File: config.mk
export PLATFORM = sky130hd
export DESIGN_NAME = pipe_stage_reg_flat
export DESIGN_NICKNAME = d
export VERILOG_FILES = /design/src/rtl/pipe_stage_reg_pkg.sv /design/src/rtl/pipe_stage_reg_if.sv /design/src/rtl/pipe_stage_reg_sat_counter.sv /design/src/rtl/pipe_stage_reg.sv /design/src/flat_wrapper.sv
export SDC_FILE = /design/constraint.sdc
export NUM_CORES = 1
export LEC_CHECK = 0
export CORE_ASPECT_RATIO = 1.75
export CORE_MARGIN = 2
export CORE_UTILIZATION = 30
export CTS_CLUSTER_SIZE = 30
export DETAILED_ROUTE_END_ITERATION = 7
export RECOVER_POWER = 100
export SYNTH_ARGS = -nofsm -noshare
export SYNTH_HDL_FRONTEND = slang
export SYNTH_SLANG_ARGS = --single-unit
File: constraint.sdc
create_clock -name clk -period 2.15 [get_ports clk]
set_input_delay 0.43 -clock clk [delete_from_list [all_inputs] [get_ports clk]]
set_output_delay 0.43 -clock clk [all_outputs]
set_load 0.01 [all_outputs]
File: src/rtl/pipe_stage_reg_pkg.sv
// Y86 shared definitions used by the generic inter-stage pipeline register.
// Provides the status codes, the icode list and the exception test.
package pipe_stage_reg_pkg;

    localparam logic [2:0] STAT_BUB = 3'd0;
    localparam logic [2:0] STAT_AOK = 3'd1;
    localparam logic [2:0] STAT_HLT = 3'd2;
    localparam logic [2:0] STAT_ADR = 3'd3;
    localparam logic [2:0] STAT_INS = 3'd4;

    localparam logic [3:0] RNONE = 4'hF;

    typedef enum logic [3:0] {
        I_HALT   = 4'h0,
        I_NOP    = 4'h1,
        I_RRMOVQ = 4'h2,
        I_IRMOVQ = 4'h3,
        I_RMMOVQ = 4'h4,
        I_MRMOVQ = 4'h5,
        I_OPQ    = 4'h6,
        I_JXX    = 4'h7,
        I_CALL   = 4'h8,
        I_RET    = 4'h9,
        I_PUSHQ  = 4'hA,
        I_POPQ   = 4'hB
    } icode_e;

    // Any status other than a normal instruction or a bubble is an exception.
    function automatic logic is_exception(input logic [2:0] stat);
        return (stat != STAT_AOK) && (stat != STAT_BUB);
    endfunction

endpackage

File: src/rtl/pipe_stage_reg_if.sv
// Handshake bundle between a pipeline stage and its inter-stage register.
// The master drives the upstream fields and control; the register is the slave.
interface pipe_stage_reg_if #(
    parameter int W     = 64,
    parameter int NVAL  = 2,
    parameter int NDST  = 2,
    parameter int CNT_W = 16
);
    logic                stall;
    logic                bubble;
    logic [2:0]          i_stat;
    logic [3:0]          i_icode;
    logic                i_cnd;
    logic [NVAL*W-1:0]   i_val;
    logic [NDST*4-1:0]   i_dst;
    logic [2:0]          o_stat;
    logic [3:0]          o_icode;
    logic                o_cnd;
    logic [NVAL*W-1:0]   o_val;
    logic [NDST*4-1:0]   o_dst;
    logic                o_frozen;
    logic                o_ctl_err;
    logic [CNT_W-1:0]    o_stall_cnt;
    logic [CNT_W-1:0]    o_bub_cnt;

    modport master (
        output stall, bubble, i_stat, i_icode, i_cnd, i_val, i_dst,
        input  o_stat, o_icode, o_cnd, o_val, o_dst,
               o_frozen, o_ctl_err, o_stall_cnt, o_bub_cnt
    );

    modport slave (
        input  stall, bubble, i_stat, i_icode, i_cnd, i_val, i_dst,
        output o_stat, o_icode, o_cnd, o_val, o_dst,
               o_frozen, o_ctl_err, o_stall_cnt, o_bub_cnt
    );
endinterface

File: src/rtl/pipe_stage_reg_sat_counter.sv
// Saturating up-counter with asynchronous active-low clear.
module sat_counter #(
    parameter int WIDTH = 16
) (
    input  logic             clk,
    input  logic             rst_n,
    input  logic             inc,
    output logic [WIDTH-1:0] cnt
);
    localparam logic [WIDTH-1:0] ONE = {{(WIDTH-1){1'b0}}, 1'b1};

    logic [WIDTH-1:0] cnt_reg;

    always_ff @(posedge clk or negedge rst_n) begin
        if (!rst_n) begin
            cnt_reg <= '0;
        end else if (inc && (cnt_reg != '1)) begin
            cnt_reg <= cnt_reg + ONE;
        end
    end

    assign cnt = cnt_reg;
endmodule

File: src/rtl/pipe_stage_reg.sv
// Generic Y86 inter-stage pipeline register with load, stall, bubble and
// exception freeze, plus saturating stall/bubble event counters.
module pipe_stage_reg
    import pipe_stage_reg_pkg::*;
#(
    parameter int W      = 64,
    parameter int NVAL   = 2,
    parameter int NDST   = 2,
    parameter int CNT_W  = 16,
    parameter bit FREEZE = 1'b1
) (
    input  logic            clk,
    input  logic            rst_n,
    pipe_stage_reg_if.slave bus
);
    localparam logic [NDST*4-1:0] DST_NONE = {NDST{RNONE}};

    logic [2:0]        stat_reg;
    logic [3:0]        icode_reg;
    logic              cnd_reg;
    logic [NVAL*W-1:0] val_reg;
    logic [NDST*4-1:0] dst_reg;
    logic              frozen_reg;
    logic              ctl_err_reg;

    logic              frozen_next;
    logic              ctl_err_next;
    logic              do_bubble;
    logic              do_stall;
    logic              do_load;

    // A frozen register ignores every control input, so decode against it first.
    always_comb begin
        do_bubble    = !frozen_reg && bus.bubble;
        do_stall     = !frozen_reg && !bus.bubble && bus.stall;
        do_load      = !frozen_reg && !bus.bubble && !bus.stall;
        ctl_err_next = !frozen_reg && bus.bubble && bus.stall;
        frozen_next  = frozen_reg || (FREEZE && do_load && is_exception(bus.i_stat));
    end

    always_ff @(posedge clk or negedge rst_n) begin
        if (!rst_n) begin
            stat_reg    <= STAT_BUB;
            icode_reg   <= I_NOP;
            cnd_reg     <= 1'b0;
            val_reg     <= '0;
            dst_reg     <= DST_NONE;
            frozen_reg  <= 1'b0;
            ctl_err_reg <= 1'b0;
        end else begin
            frozen_reg  <= frozen_next;
            ctl_err_reg <= ctl_err_next;
            if (do_bubble) begin
                stat_reg  <= STAT_BUB;
                icode_reg <= I_NOP;
                cnd_reg   <= 1'b0;
                val_reg   <= '0;
                dst_reg   <= DST_NONE;
            end else if (do_load) begin
                stat_reg  <= bus.i_stat;
                icode_reg <= bus.i_icode;
                cnd_reg   <= bus.i_cnd;
                val_reg   <= bus.i_val;
                dst_reg   <= bus.i_dst;
            end
        end
    end

    // Counter 0 tracks stalls, counter 1 tracks bubbles.
    logic [1:0]       cnt_inc;
    logic [CNT_W-1:0] cnt_val [2];

    assign cnt_inc = {do_bubble, do_stall};

    generate
        for (genvar gi = 0; gi < 2; gi++) begin : g_cnt
            sat_counter #(.WIDTH(CNT_W)) u_cnt (
                .clk   (clk),
                .rst_n (rst_n),
                .inc   (cnt_inc[gi]),
                .cnt   (cnt_val[gi])
            );
        end
    endgenerate

    assign bus.o_stat      = stat_reg;
    assign bus.o_icode     = icode_reg;
    assign bus.o_cnd       = cnd_reg;
    assign bus.o_val       = val_reg;
    assign bus.o_dst       = dst_reg;
    assign bus.o_frozen    = frozen_reg;
    assign bus.o_ctl_err   = ctl_err_reg;
    assign bus.o_stall_cnt = cnt_val[0];
    assign bus.o_bub_cnt   = cnt_val[1];
endmodule

File: src/flat_wrapper.sv
// flat-port wrapper written by rule: the top's interface ports become plain ports
module pipe_stage_reg_flat import pipe_stage_reg_pkg::*;
#(
    parameter int W      = 64,
    parameter int NVAL   = 2,
    parameter int NDST   = 2,
    parameter int CNT_W  = 16,
    parameter bit FREEZE = 1'b1
)
  (clk, rst_n, bus_stall, bus_bubble, bus_i_stat, bus_i_icode, bus_i_cnd, bus_i_val, bus_i_dst, bus_o_stat, bus_o_icode, bus_o_cnd, bus_o_val, bus_o_dst, bus_o_frozen, bus_o_ctl_err, bus_o_stall_cnt, bus_o_bub_cnt);
  pipe_stage_reg_if #(.W(W), .NVAL(NVAL), .NDST(NDST), .CNT_W(CNT_W)) bus_i ();
  input  logic clk;
  input  logic rst_n;
  input wire logic [$bits(bus_i.stall)-1:0] bus_stall;
  input wire logic [$bits(bus_i.bubble)-1:0] bus_bubble;
  input wire logic [$bits(bus_i.i_stat)-1:0] bus_i_stat;
  input wire logic [$bits(bus_i.i_icode)-1:0] bus_i_icode;
  input wire logic [$bits(bus_i.i_cnd)-1:0] bus_i_cnd;
  input wire logic [$bits(bus_i.i_val)-1:0] bus_i_val;
  input wire logic [$bits(bus_i.i_dst)-1:0] bus_i_dst;
  output wire logic [$bits(bus_i.o_stat)-1:0] bus_o_stat;
  output wire logic [$bits(bus_i.o_icode)-1:0] bus_o_icode;
  output wire logic [$bits(bus_i.o_cnd)-1:0] bus_o_cnd;
  output wire logic [$bits(bus_i.o_val)-1:0] bus_o_val;
  output wire logic [$bits(bus_i.o_dst)-1:0] bus_o_dst;
  output wire logic [$bits(bus_i.o_frozen)-1:0] bus_o_frozen;
  output wire logic [$bits(bus_i.o_ctl_err)-1:0] bus_o_ctl_err;
  output wire logic [$bits(bus_i.o_stall_cnt)-1:0] bus_o_stall_cnt;
  output wire logic [$bits(bus_i.o_bub_cnt)-1:0] bus_o_bub_cnt;
  assign bus_i.stall = bus_stall;
  assign bus_i.bubble = bus_bubble;
  assign bus_i.i_stat = bus_i_stat;
  assign bus_i.i_icode = bus_i_icode;
  assign bus_i.i_cnd = bus_i_cnd;
  assign bus_i.i_val = bus_i_val;
  assign bus_i.i_dst = bus_i_dst;
  assign bus_o_stat = bus_i.o_stat;
  assign bus_o_icode = bus_i.o_icode;
  assign bus_o_cnd = bus_i.o_cnd;
  assign bus_o_val = bus_i.o_val;
  assign bus_o_dst = bus_i.o_dst;
  assign bus_o_frozen = bus_i.o_frozen;
  assign bus_o_ctl_err = bus_i.o_ctl_err;
  assign bus_o_stall_cnt = bus_i.o_stall_cnt;
  assign bus_o_bub_cnt = bus_i.o_bub_cnt;
  pipe_stage_reg #(.W(W), .NVAL(NVAL), .NDST(NDST), .CNT_W(CNT_W), .FREEZE(FREEZE)) u_core (.clk(clk), .rst_n(rst_n), .bus(bus_i));
endmodule
* Yosys cells after proc, flatten, opt, wreduce, memory -nomap -nowiden *
Index checks and enable logic that the tools add are counted.
Widths: inputs -> output; s select.

storage, ports and cells
  register bits = 178
  input bits = 148
  output and inout bits = 178
  logic and storage cells = 39

operators by class
  add/sub/neg operators = 2
  equal/unequal tests = 3
  muxes and demuxes = 10
  reductions and logical operators = 15

operators with widths
  cell                   count
  $mux 128               2
  $add 16x1->16 const B  2
  $ne 16x16->1 const B   2
  $mux 8                 2
  $logic_and 1x1->1      9
  $mux 4                 2
  $mux 3                 2
  $logic_not 1->1        3
  $ne 3x1->1 const B     1
  $reduce_bool 3->1      1
  $mux 1                 2
  $reduce_bool 2->1      1
  $logic_or 1x1->1       1

* Logic depth before layout (Yosys ltp) *
  depth after elaboration = 5
  depth in mapped cells = 6
  depth with buffers taken out = 5

* By module *
A second synthesis with hierarchy kept.

unflattened totals
  cells, all modules = 819
  area, all modules = 9356.5 um^2

modules (own cells, without submodules)
  module          instances  cells an instance  area each (um^2)  seq. area each (um^2)
  pipe_stage_reg  1          675                7637.3            3664.8
  sat_counter     2          72                 859.6             400.4

* Worst setup path before layout *
Ideal clock, no wire load.

  path kind = flip-flop to flip-flop
  start point = register u_core.g_cnt[1].u_cnt.cnt_reg[0]
  end point = register u_core.g_cnt[1].u_cnt.cnt_reg[1]
  setup time = 125 ps
  arrival time = 1641 ps
  data required time = 2025 ps
  setup slack = 384 ps
  stages on the path, launching flop included = 6
  buffers on the path = 0
  clock period less this slack = 1766 ps
  cell sequence = dfrtp_1 ha_1 nand3_1 nor4_2 nor2_1 mux2_2

between the ends
  cells in the longest elaborated chain, start to end = 2
  elaborated cells on any way between the ends = 3
  those cells by class = add/sub: 1; eq/ne: 1; reduce/logical: 1

ends and longest elaborated chain
  what                                                                   line                              text
  from (decl)                                                            pipe_stage_reg_sat_counter.sv:12  logic [WIDTH-1:0] cnt_reg;
  from (signal assigned)                                                 pipe_stage_reg_sat_counter.sv:18  cnt_reg <= cnt_reg + ONE;
  parallel branches: the longest is 2 deep, another holds $add 16x1->16  --

Parallel ways; which one is timed is not known.
A chain may end at the register's enable or synchronous reset.

* Worst setup path after layout *
  start point = register u_core.dst_reg[2] (netlist: u_core.bus.o_dst[2])
  end point = output bus_o_dst[2]

RTL lines
  what                    line                  text
  from (decl)             pipe_stage_reg.sv:22  logic [NDST*4-1:0] dst_reg;
  from (signal assigned)  pipe_stage_reg.sv:64  dst_reg <= bus.i_dst;
  to (decl)               flat_wrapper.sv:25    output wire logic [$bits(bus_i.o_dst)-1:0] bus_o_dst;

No word-level cell between the ends.

==> flow_metrics.py <==
metrics = {
    "cells_and_area": {
        "largest_reg_flops": 128,
        "final_cells": 1426,
        "nFillCells": 2265,
        "drive_above_1_share": 0.0753,
        "area_growth_pct": 59.5,
        "multiInputGateArea_um2": 2620,
        "finalNetCount": 1253,
        "fin_area_um2": 11600,
        "register_area_um2": 4470,
    },
    "routing": {
        "drc_errors": 0,
        "viasPerCell": 4.63,
        "wire_per_inst_um": 16.4,
        "ant_nets": 0,
        "first_pass_iters": 4,
        "drt-initial-drc-count": 307,
        "routed_wl_um": 23400,
        "vias": 6598,
    },
    "synth": {
        "synth_warnings": 0,
        "synth_area_per_cell_um2": 9.41,
        "synthArstFlopShare": 1.00,
        "ys.flop_type": "dfrtp_1",
        "synth_edf_count": 0,
        "synthTopCellsByArea": "dfrtp_1 (58%), nand2_1 (15%), nand3_1 (10%), dfstp_2 (3.2%), xor2_1 (2.2%)",
        "synth_area_leader_cell": "dfrtp_1",
        "ys_top_cells_by_count": "nand2_1 (298), dfrtp_1 (169), nand3_1 (152)",
        "yosysSeqAreaShare": 0.612,
        "synth_top_area_frac": 0.580,
        "ys_ff_latch": 178,
        "synth_most_common_cell": "nand2_1",
        "syn_nets": 925,
        "synthCells": 775,
        "syn_area_um2": 7290,
        "synth.distinct_cells": 37,
    },
    "floorplanning": {
        "die_y_um": 210,
        "io_pins": 326,
        "die_w_um": 122,
        "core-area_um2": 23900,
        "fp-row-count": 75,
        "dieArea_um2": 25600,
        "initial_utilization": 0.305,
    },
    "setup_path": {
        "reg2reg_from": "u_core.g_cnt[1].u_cnt.cnt[0]",
        "reg2reg_slack_ps": 260,
        "crit_arrival_ps": 1620,
        "critical_path_class": "flop to output port",
        "required_ps": 1720,
        "slowest_delay_ps": 640,
        "critPathSlowestCell": "dlygate4sd3_1",
        "end_kind": "output port",
        "crit_family": "buffers and inverters",
        "crit_chain": "dlygate4sd3_1",
        "crit_buf_inv": 1,
        "critPathMaxFanout": 2,
        "startpoint_type": "flop",
        "reg2reg_depth": 6,
        "timing.rr.end": "u_core.g_cnt[1].u_cnt.cnt[2]",
    },
    "sta": {
        "rsz0062_at_grt": "false",
        "fmax_mhz": 487,
        "period_needed_ps": 2050,
        "finClkSkew_ps": 10.2,
        "setup-violations-final": 0,
        "setup_slack_ps": 98.3,
        "finalHoldViolCount": 0,
        "worstMarginPinSlew_ps": 1110,
        "relSlewSlack": 0.260,
        "final.period_utilization": 0.954,
        "slew_viol_final": 0,
    },
    "placed_design": {
        "place_inst": 1391,
        "io_buffers": 325,
        "dpl_cell_area_um2": 11100,
        "dp_hpwl_um": 16500,
        "post-place-ws_ps": -34.6,
        "gp_congestion": 0.788,
    },
    "flow_run": {
        "cap_violations": 0,
    },
    "outcome": {
        "status": "complete, no violations",
    },
    "worst_hold_path": {
        "hold_start": "u_core.bus.o_dst[7]",
        "hold_path.class": "flop to flop",
        "min_path_cells": 2,
        "min_to": "u_core.bus.o_dst[7]",
    },
    "global_route": {
        "grt_max_degree": 89,
        "first_global_vias": 6688,
        "grt.total_usage": 0.188,
        "overflow": 0,
        "antenna_found_initial": 2,
        "grt_pass1_wl_um": 36800,
    },
    "cts": {
        "cts_tree": "built",
        "root_buffer": "clkbuf_16",
        "insertion_delay_ps": 450,
        "clk_path_buf_depth": 2,
        "numClockSinks": 178,
        "cts_made_buffers": 17,
        "cts_resized": 0,
        "h-tree-depth": 4,
        "path_clk_slew_ps": 70,
    },
    "power": {
        "ir_drop_v": 0.000524,
        "report.power.total_mw": 11.3,
        "power_leakage_nw": 5.97,
        "p_per_area_nw_per_um2": 969,
    },
}
## power by group
part | internal, mW | total (mW) | switching (mW)
logic | 1.73 | 3.31 | 1.58
registers | 4.19 | 4.69 | 0.495
clock network | 1.88 | 3.28 | 1.41
## layout make-up
class,count,share of cell area
tap,308,0.0331
antenna,2,0.000430
multi-input combinational,548,0.225
clock buffer,18,0.0377
sequential,178,0.384
timing repair buffer,356,0.304
clock inverter,14,0.0152
inverter,2,0.000645
## per-layer routing
metal	up-vias	wire length (um)	share of wire	track usage
met5	-	0	0	0
li1	3199	-	-	-
met4	0	878	0.038	0.0924
met1	3125	8640	0.37	0.205
met2	233	12300	0.53	0.327
met3	41	1550	0.066	0.0557
## layout by cell type, fill, tap and decap left out, types with 2 or more instances in the layout
cell type	netlist	final
dfstp_2	9	9
buf_4	0	17
clkinvlp_4	0	2
and3_1	2	2
ha_1	2	2
nand2_1	298	298
clkdlybuf4s50_1	0	148
mux2_2	6	6
nand4_1	8	8
nor3b_1	3	3
clkbuf_2	0	4
nor3_1	7	6
xnor2_1	3	3
clkbuf_1	27	3
clkinv_4	0	2
a21oi_1	3	3
clkinv_2	0	2
inv_1	2	2
diode_2	0	2
dlygate4sd3_1	0	177
nor4b_1	4	4
inv_6	0	5
xor2_1	18	18
and2_1	2	2
nand3_1	152	152
buf_12	0	5
bufinv_16	0	3
dfrtp_1	169	169
nor2b_1	2	2
buf_6	0	2
nor4_1	6	7
clkbuf_16	0	17
nor2_1	15	15
## timing repair
| action | 4_1_cts | 5_1_grt |
|---|---|---|
| hold buffers | 1 | 0 |
| hold endpoints to repair | 37 | 0 |
| setup buffers | 0 | 0 |
| setup endpoints to repair | 0 | 0 |
## logic make-up after synthesis
| kind of cell | after synthesis | share of synthesized area |
|---|---|---|
| DFF | 178 | 0.612 |
| xor gates and xnor gates | 21 | 0.0252 |
| adders and majority gates | 2 | 0.00343 |
| buffers and inverters | 49 | 0.0268 |
| AOI/OAI and AO/OA | 7 | 0.00703 |
| muxes | 6 | 0.00926 |
| and+or+nand+nor | 512 | 0.316 |
## worst max-delay path by stage
| stage | from | to | depth (start not counted) |
|---|---|---|---|
| global route | u_core.g_cnt[1].u_cnt.cnt[0] | u_core.g_cnt[1].u_cnt.cnt[2] | 6 |
| global placement | bus_bubble | u_core.g_cnt[0].u_cnt.cnt[4] | 6 |
| finish | u_core.bus.o_dst[2] | bus_o_dst[2] | 1 |
| CTS | u_core.bus.o_frozen | bus_o_frozen | 1 |
| floorplan | u_core.g_cnt[1].u_cnt.cnt[0] | u_core.g_cnt[1].u_cnt.cnt[1] | 5 |
| detailed placement | bus_bubble | u_core.g_cnt[0].u_cnt.cnt[4] | 6 |
## metrics by stage
stage,setup TNS [ps],utilization,hold slack (ps)
after global routing,0,0.486,472
after floorplan,0,-,134
after global placement,-1.92,0.464,388
final,0,0.486,487
after detailed placement,-108,0.464,396
after CTS,0,0.490,466
## worst min-delay path, cell delays in order, from the launching register on
cell and delay (ps):
dfstp_2 370, nand2_1 50, nand3_1 70
No activity file was read; power rests on OpenSTA's default activity.
